$ cat src/rtl/serial_compare_pkg.sv
// serial_compare_pkg: shared state encodings, result codes and bit-relation type
package serial_compare_pkg;
  typedef enum logic [1:0] {
    S_IDLE = 2'd0,
    S_RUN  = 2'd1,
    S_DONE = 2'd2
  } state_t;
  typedef logic [2:0] res_t;
  localparam res_t RES_GT = 3'b100;
  localparam res_t RES_EQ = 3'b010;
  localparam res_t RES_LT = 3'b001;
  typedef struct packed {
    logic gt;
    logic eq;
    logic lt;
  } rel_t;
  // Maps the sticky decision flags onto the {F1,F2,F3} one-hot result
  function automatic res_t res_code(input logic gt, input logic lt);
    return gt ? RES_GT : lt ? RES_LT : RES_EQ;
  endfunction
endpackage

$ cat src/rtl/serial_compare_if.sv
// serial_compare_if: operand/start inputs and busy/done/flag outputs of the comparator
interface serial_compare_if;
  logic start;
  logic A;
  logic B;
  logic busy;
  logic done;
  logic F1;
  logic F2;
  logic F3;
  modport master (output start, A, B, input busy, done, F1, F2, F3);
  modport slave (input start, A, B, output busy, done, F1, F2, F3);
endinterface

$ cat src/rtl/serial_compare_bit_cmp.sv
// bit_cmp: combinational one-bit magnitude relation of a against b
module bit_cmp
  import serial_compare_pkg::*;
(
  input  logic a,
  input  logic b,
  output rel_t rel
);
  assign rel = '{gt: a & ~b, eq: ~(a ^ b), lt: ~a & b};
endmodule

$ cat src/rtl/serial_compare.sv
// serial_compare: MSB-first serial N-bit magnitude comparator with registered flags
module serial_compare
  import serial_compare_pkg::*;
#(
  parameter int N = 4
) (
  input logic clk,
  input logic rst,
  serial_compare_if.slave bus
);
  localparam int CW = $clog2(N);
  localparam logic [CW-1:0] CNT_LOAD = CW'(N - 2);
  state_t state, state_n;
  logic [CW-1:0] cnt, cnt_n;
  logic gt, lt, gt_n, lt_n;
  logic busy_r, busy_n, done_r, done_n;
  res_t res, res_n;
  rel_t rel;
  logic take, last_bit, keep, gt_u, lt_u;
  bit_cmp u_bit (.a(bus.A), .b(bus.B), .rel(rel));
  // start is honoured from IDLE and from DONE (back-to-back), never mid-run
  assign take = bus.start & (state != S_RUN);
  assign last_bit = (state == S_RUN) & (cnt == '0);
  // once a bit pair differs the decision is frozen; equal pairs never change it
  assign keep = gt | lt | rel.eq;
  assign gt_u = keep ? gt : rel.gt;
  assign lt_u = keep ? lt : rel.lt;
  // state and datapath registers, cleared asynchronously to abort any comparison
  always_ff @(posedge clk or posedge rst) begin
    if (rst) begin
      state  <= S_IDLE;
      cnt    <= '0;
      gt     <= 1'b0;
      lt     <= 1'b0;
      res    <= '0;
      busy_r <= 1'b0;
      done_r <= 1'b0;
    end else begin
      state  <= state_n;
      cnt    <= cnt_n;
      gt     <= gt_n;
      lt     <= lt_n;
      res    <= res_n;
      busy_r <= busy_n;
      done_r <= done_n;
    end
  end
  // next state: RUN on an accepted start, DONE after the last bit, else IDLE
  always_comb begin
    state_n = take ? S_RUN : last_bit ? S_DONE : (state == S_RUN) ? S_RUN : S_IDLE;
  end
  // next register values; the MSB pair seeds the flags in the start cycle
  always_comb begin
    cnt_n  = take ? CNT_LOAD : (state == S_RUN && !last_bit) ? cnt - CW'(1) : '0;
    gt_n   = take ? rel.gt : (state == S_RUN) ? gt_u : 1'b0;
    lt_n   = take ? rel.lt : (state == S_RUN) ? lt_u : 1'b0;
    res_n  = last_bit ? res_code(gt_u, lt_u) : res;
    busy_n = take | ((state == S_RUN) & ~last_bit);
    done_n = last_bit;
  end
  assign bus.busy = busy_r;
  assign bus.done = done_r;
  assign {bus.F1, bus.F2, bus.F3} = res;
endmodule

$ cat src/flat_wrapper.sv
// flat-port wrapper written by rule: the top's interface ports become plain ports
module serial_compare_flat import serial_compare_pkg::*;
#(
  parameter int N = 4
)
  (clk, rst, bus_start, bus_A, bus_B, bus_busy, bus_done, bus_F1, bus_F2, bus_F3);
  serial_compare_if bus_i ();
  input logic clk;
  input logic rst;
  input wire logic [$bits(bus_i.start)-1:0] bus_start;
  input wire logic [$bits(bus_i.A)-1:0] bus_A;
  input wire logic [$bits(bus_i.B)-1:0] bus_B;
  output wire logic [$bits(bus_i.busy)-1:0] bus_busy;
  output wire logic [$bits(bus_i.done)-1:0] bus_done;
  output wire logic [$bits(bus_i.F1)-1:0] bus_F1;
  output wire logic [$bits(bus_i.F2)-1:0] bus_F2;
  output wire logic [$bits(bus_i.F3)-1:0] bus_F3;
  assign bus_i.start = bus_start;
  assign bus_i.A = bus_A;
  assign bus_i.B = bus_B;
  assign bus_busy = bus_i.busy;
  assign bus_done = bus_i.done;
  assign bus_F1 = bus_i.F1;
  assign bus_F2 = bus_i.F2;
  assign bus_F3 = bus_i.F3;
  serial_compare #(.N(N)) u_core (.clk(clk), .rst(rst), .bus(bus_i));
endmodule
$ cat config.mk
export PLATFORM = sky130hd
export DESIGN_NAME = serial_compare_flat
export DESIGN_NICKNAME = d
export VERILOG_FILES = /design/src/rtl/serial_compare_pkg.sv /design/src/rtl/serial_compare_if.sv /design/src/rtl/serial_compare_bit_cmp.sv /design/src/rtl/serial_compare.sv /design/src/flat_wrapper.sv
export SDC_FILE = /design/constraint.sdc
export NUM_CORES = 1
export LEC_CHECK = 0
export ABC_AREA = 1
export CORE_MARGIN = 5
export CORE_UTILIZATION = 25
export DETAILED_ROUTE_END_ITERATION = 10
export PLACE_DENSITY = 0.52
export SLEW_MARGIN = 5
export SYNTH_ARGS = -nofsm -noshare
export SYNTH_HDL_FRONTEND = slang
export SYNTH_SLANG_ARGS = --single-unit
$ cat constraint.sdc
create_clock -name clk -period 1.3 [get_ports clk]
set_clock_uncertainty 0.1 [all_clocks]
set_input_delay 0.26 -clock clk [delete_from_list [all_inputs] [get_ports clk]]
set_output_delay 0.26 -clock clk [all_outputs]
set_load 0.05 [all_outputs]
# Word level (Yosys, flattened, before mapping)
# Index checks and enable logic that the tools add are counted.
[op_classes]
eq_ne = 2
add_sub_neg = 1
bitwise = 13
n_reduce_logical = 3
muxes = 13
[op_table]
columns = ["cell", "n"]
rows = [
  ["2-bit two-way mux", 5],
  ["1-bit two-way mux", 7],
  ["1-bit bitwise AND", 5],
  ["1-bit inverter", 4],
  ["3-bit two-way mux", 1],
  ["1-bit bitwise OR", 3],
  ["2-bit by 1-bit equality test with 1-bit output, second input constant", 1],
  ["2-bit zero test", 1],
  ["2-bit by 1-bit inequality test with 1-bit output, second input constant", 1],
  ["2-bit by 1-bit subtractor with 2-bit output, second input constant", 1],
  ["1-bit logical AND", 1],
  ["1-bit zero test", 1],
  ["1-bit bitwise XOR", 1],
]
[totals]
inputBits = 5
out_inout_bits = 5
word_cells = 39
regBits = 11

# Longest topological paths before layout
[depth]
depth_word = 6
mapped_depth = 8
mapped_depth_nobuf = 8

# Modules after synthesis
# A second synthesis with hierarchy kept.
[unflattened]
hier_cells = 53
hier_area_um2 = 467.9
[modules_own_cells]
columns = ["mod", "cells_each", "n_inst", "area_each_um2", "seq_area_each_um2"]
rows = [
  ["serial_compare", 49, 1, 435.4, 250.2],
  ["bit_cmp", 4, 1, 32.5, 0.0],
]

# Least setup slack after synthesis
# Ideal clock, no wire load.
[synth_path]
path_type = "register to register"
from = "reg u_core.state[0]"
to = "reg u_core.cnt[1]"
path_slack_ns = -0.026
setup_time_ns = 0.126
required_time_ns = 1.074
arrival_ns = 1.100
period_less_slack_ns = 1.326
path_buffers = 0
stages_incl_launch_ff = 6
path_cell_list = "dfrtp_1 > inv_1 > nor2_4 > inv_1 > nand2_1 > o21ai_0"
[synth_via]
elab_chain_cells = 6
elab_cells_between_ends = 8
cone_classes = "eq/ne (2); mux (2); bitwise (2); reduce/logical (2)"
[synth_lines]
columns = ["item", "line", "text"]
rows = [
  ["from (decl)", "serial_compare.sv:13", "state_t state, state_n;"],
  ["from (signal assigned)", "serial_compare.sv:39", "state <= state_n;"],
  ["2-bit by 1-bit equality test with 1-bit output", "serial_compare.sv:23, serial_compare.sv:54", ""],
  ["1-bit bitwise AND", "serial_compare.sv:23", "assign last_bit = (state == S_RUN) & (cnt == '0);"],
  ["1-bit zero test", "serial_compare.sv:54", "cnt_n = take ? CNT_LOAD : (state == S_RUN && !last_bit) ? cnt - CW'(1) : '0;"],
  ["1-bit logical AND", "serial_compare.sv:54", ""],
  ["2-bit two-way mux", "serial_compare.sv:54", ""],
  ["2-bit two-way mux (*)", "serial_compare.sv:54", ""],
  ["net u_core.cnt_n[1]", "serial_compare.sv:14", "logic [CW-1:0] cnt, cnt_n;"],
  ["to (signal assigned)", "serial_compare.sv:40", "cnt <= cnt_n;"],
  ["to (decl)", "serial_compare.sv:14", ""],
]
# The timed path passes the listed nets; every way through them passes the cells marked *.
# A chain may end at the register's enable or synchronous reset.

==> results.ini <==
[power_and_ir_drop]
power_uw=1580
seq_power_share_pct=32.8
p_clk_share_pct=14.3
p_leak_uw=0.000362
vdd_ir_drop_max_uv=1180
p_sw_share_pct=42.2
p_comb_share_pct=52.9
p_per_area_nw_per_um2=2360
switchingPower_uw=666
intPower_uw=910

[layout]
fillers=181
multi_input_area_sq_um=160
num_antenna_cells=0
drive_above_1_share_pct=19.7
regArea_sq_um=251
fin_cells=91
area_growth_pct=44.1
nets=75

[worst_setup_path]
criticalPathCategory=flop to primary output
slowest_stage=dfrtp_2
worstSetupEndpointType=primary output
cp_max_fo=2
worstPathRequired_ns=0.94
path_delay_family=flip-flops
worstRegToRegCells=6
startpoint_type=flop
startpoint=u_core.state[0]
worstPathBufferInverterCount=1
critPathMaxStageDelay_ns=0.42
path_cells=buf_12
crit_cells=1
timing.rr.start=u_core.cnt[0]
worstPathArrival_ns=0.84

[synth]
synth_cells=52
synth_seq_cells=10
synth_nets=60
synth_warnings=0
syn_avg_cell_area_sq_um=8.90
ys_types=12
synth-seq-area-share_pct=54.1
synth.cell_area_sq_um=463
netlist.area_leader.share_pct=54.1
yosys-top-cells-area=dfrtp_1, inv_1, nand2_1
yosysTopAreaCell=dfrtp_1

[place]
dp.final_hpwl_um=641
placed_cells=87
place_ws_ns=-0.392
gp_congestion=0.675
io_buffers=9

[floorplan]
initial_core_util_pct=26.5
die_area_sq_um=2810
placementRows=15
ios=10
core_sq_um=1750
die_w_um=53.0
die_y_um=53.0

[sta]
max_freq_mhz=831
worstMarginPinSlew_ns=0.396
worst_hold_slack_ns=0.171
setup_ws_ns=0.0964
setup_tns_ns=0
maxSlewHeadroom_pct=73.6
hold_violations=0
rsz0062_at_grt=false
fin_crit_ns=1.20
setup_viol=0
timing.final.crit_share_pct=92.6
finalMaxSlewViolations=0

[grt]
antenna_found_initial=0
globalRouteTotalUtil_pct=7.30
grt_max_degree=11
grt_pass1_vias=347
grt_pass1_wl_um=1380
grt_overflow_total=0

[clocking]
cts_tree=yes
cts_buffer_depth=2
cts_hold_buf=0
cts_buffers=3
clock-sinks=10
htree_levels=1
cts_root_buf=clkbuf_4
insertion_delay_ns=0.27
clkSlewWorstSetupHoldPaths_ns=0.07

[detailed_routing]
dr.pass1.iters=2
drtAntennaViolNets=0
vias=340
vias_per_cell=3.74
wire_per_inst_um=8.96
drc=0
drt_wl_total_um=815
drtIter0Drc=1

[status]
status=complete, no violations

[flow_run]
drv_cap=0

[worst_hold_path]
hp-class=input pin to asynchronous set/reset pin

stage by stage:
step / utilization (%) / instance area, sq um
5_1_grt: 38.2 / 667
2_1_floorplan: - / 464
6_report: 38.2 / 667
4_1_cts: 38.2 / 667
3_3_place_gp: 36.8 / 643
3_5_place_dp: 36.8 / 643
per-layer routing:
| layer | part of all wire [%] | GRT usage (%) | vias to the layer above |
|---|---|---|---|
| met5 | 0 | 0 | - |
| met4 | 1.5 | 3.83 | 0 |
| met3 | 6.9 | 5.07 | 2 |
| met2 | 45 | 10.7 | 6 |
| met1 | 47 | 7.73 | 154 |
| li1 | - | - | 178 |
layout by cell type, fill, tap and decap left out, drive strengths merged:
master | netlist | layout
clkbuf | 0 | 4
nor2 | 4 | 4
nand2 | 14 | 14
ha | 3 | 3
inv | 14 | 14
dlygate4sd2 | 0 | 2
clkdlybuf4s50 | 0 | 2
buf | 0 | 6
dfrtp | 10 | 10
o21ai | 4 | 4
nand3b | 1 | 1
nand3 | 2 | 2
cell type report:
class | count | share of cell area (%)
sequential | 10 | 37.7
multi-input combinational | 28 | 24.0
timing repair buffer | 10 | 21.8
inverter | 14 | 7.88
tap | 25 | 4.69
clock buffer | 4 | 3.94
path summary, 6_finish.rpt:
check                                  end  slack, ns
min in group clk             u_core.cnt[0]       0.32
max in group asynchronous  u_core.state[0]       0.63
max reg2reg                  u_core.res[0]       0.16
max                               bus_busy        0.1
min                        u_core.bus.done       0.17
min reg2reg                  u_core.cnt[0]       0.32
registers in the layout, summed over array words and instances (netlist names):
register / flops
u_core.cnt: 2
u_core.gt: 1
u_core.bus.done: 1
u_core.state: 2
u_core.lt: 1
u_core.res: 3
power groups by stage:
stage / Sequential, uW / Clock [uW] / Combinational, uW
after floorplan: 699 / 0 / 305
after global placement: 523 / 0 / 841
after detailed placement: 524 / 0 / 851
after CTS: 519 / 240 / 849
after global routing: 527 / 253 / 900
final: 517 / 225 / 834
cell families after synthesis:
family | after synthesis | share of synthesized area, %
buffers and inverters | 14 | 11.4
and+or+nand+nor | 21 | 22.2
DFF | 10 | 54.1
adders and majority gates | 3 | 8.11
AOI/OAI and AO/OA | 4 | 4.32
synthesized netlist by cell type, drive strengths merged:
master   n
ha       3
nand2   14
nand3b   1
o21ai    4
nor2     4
inv     14
dfrtp   10
nand3    2
timing repair:
action | in CTS | in global routing
resized for setup | 2 | 0
setup buffers | 0 | 0
setup endpoints to repair | 5 | 0
No activity file was read; power rests on OpenSTA's default activity.
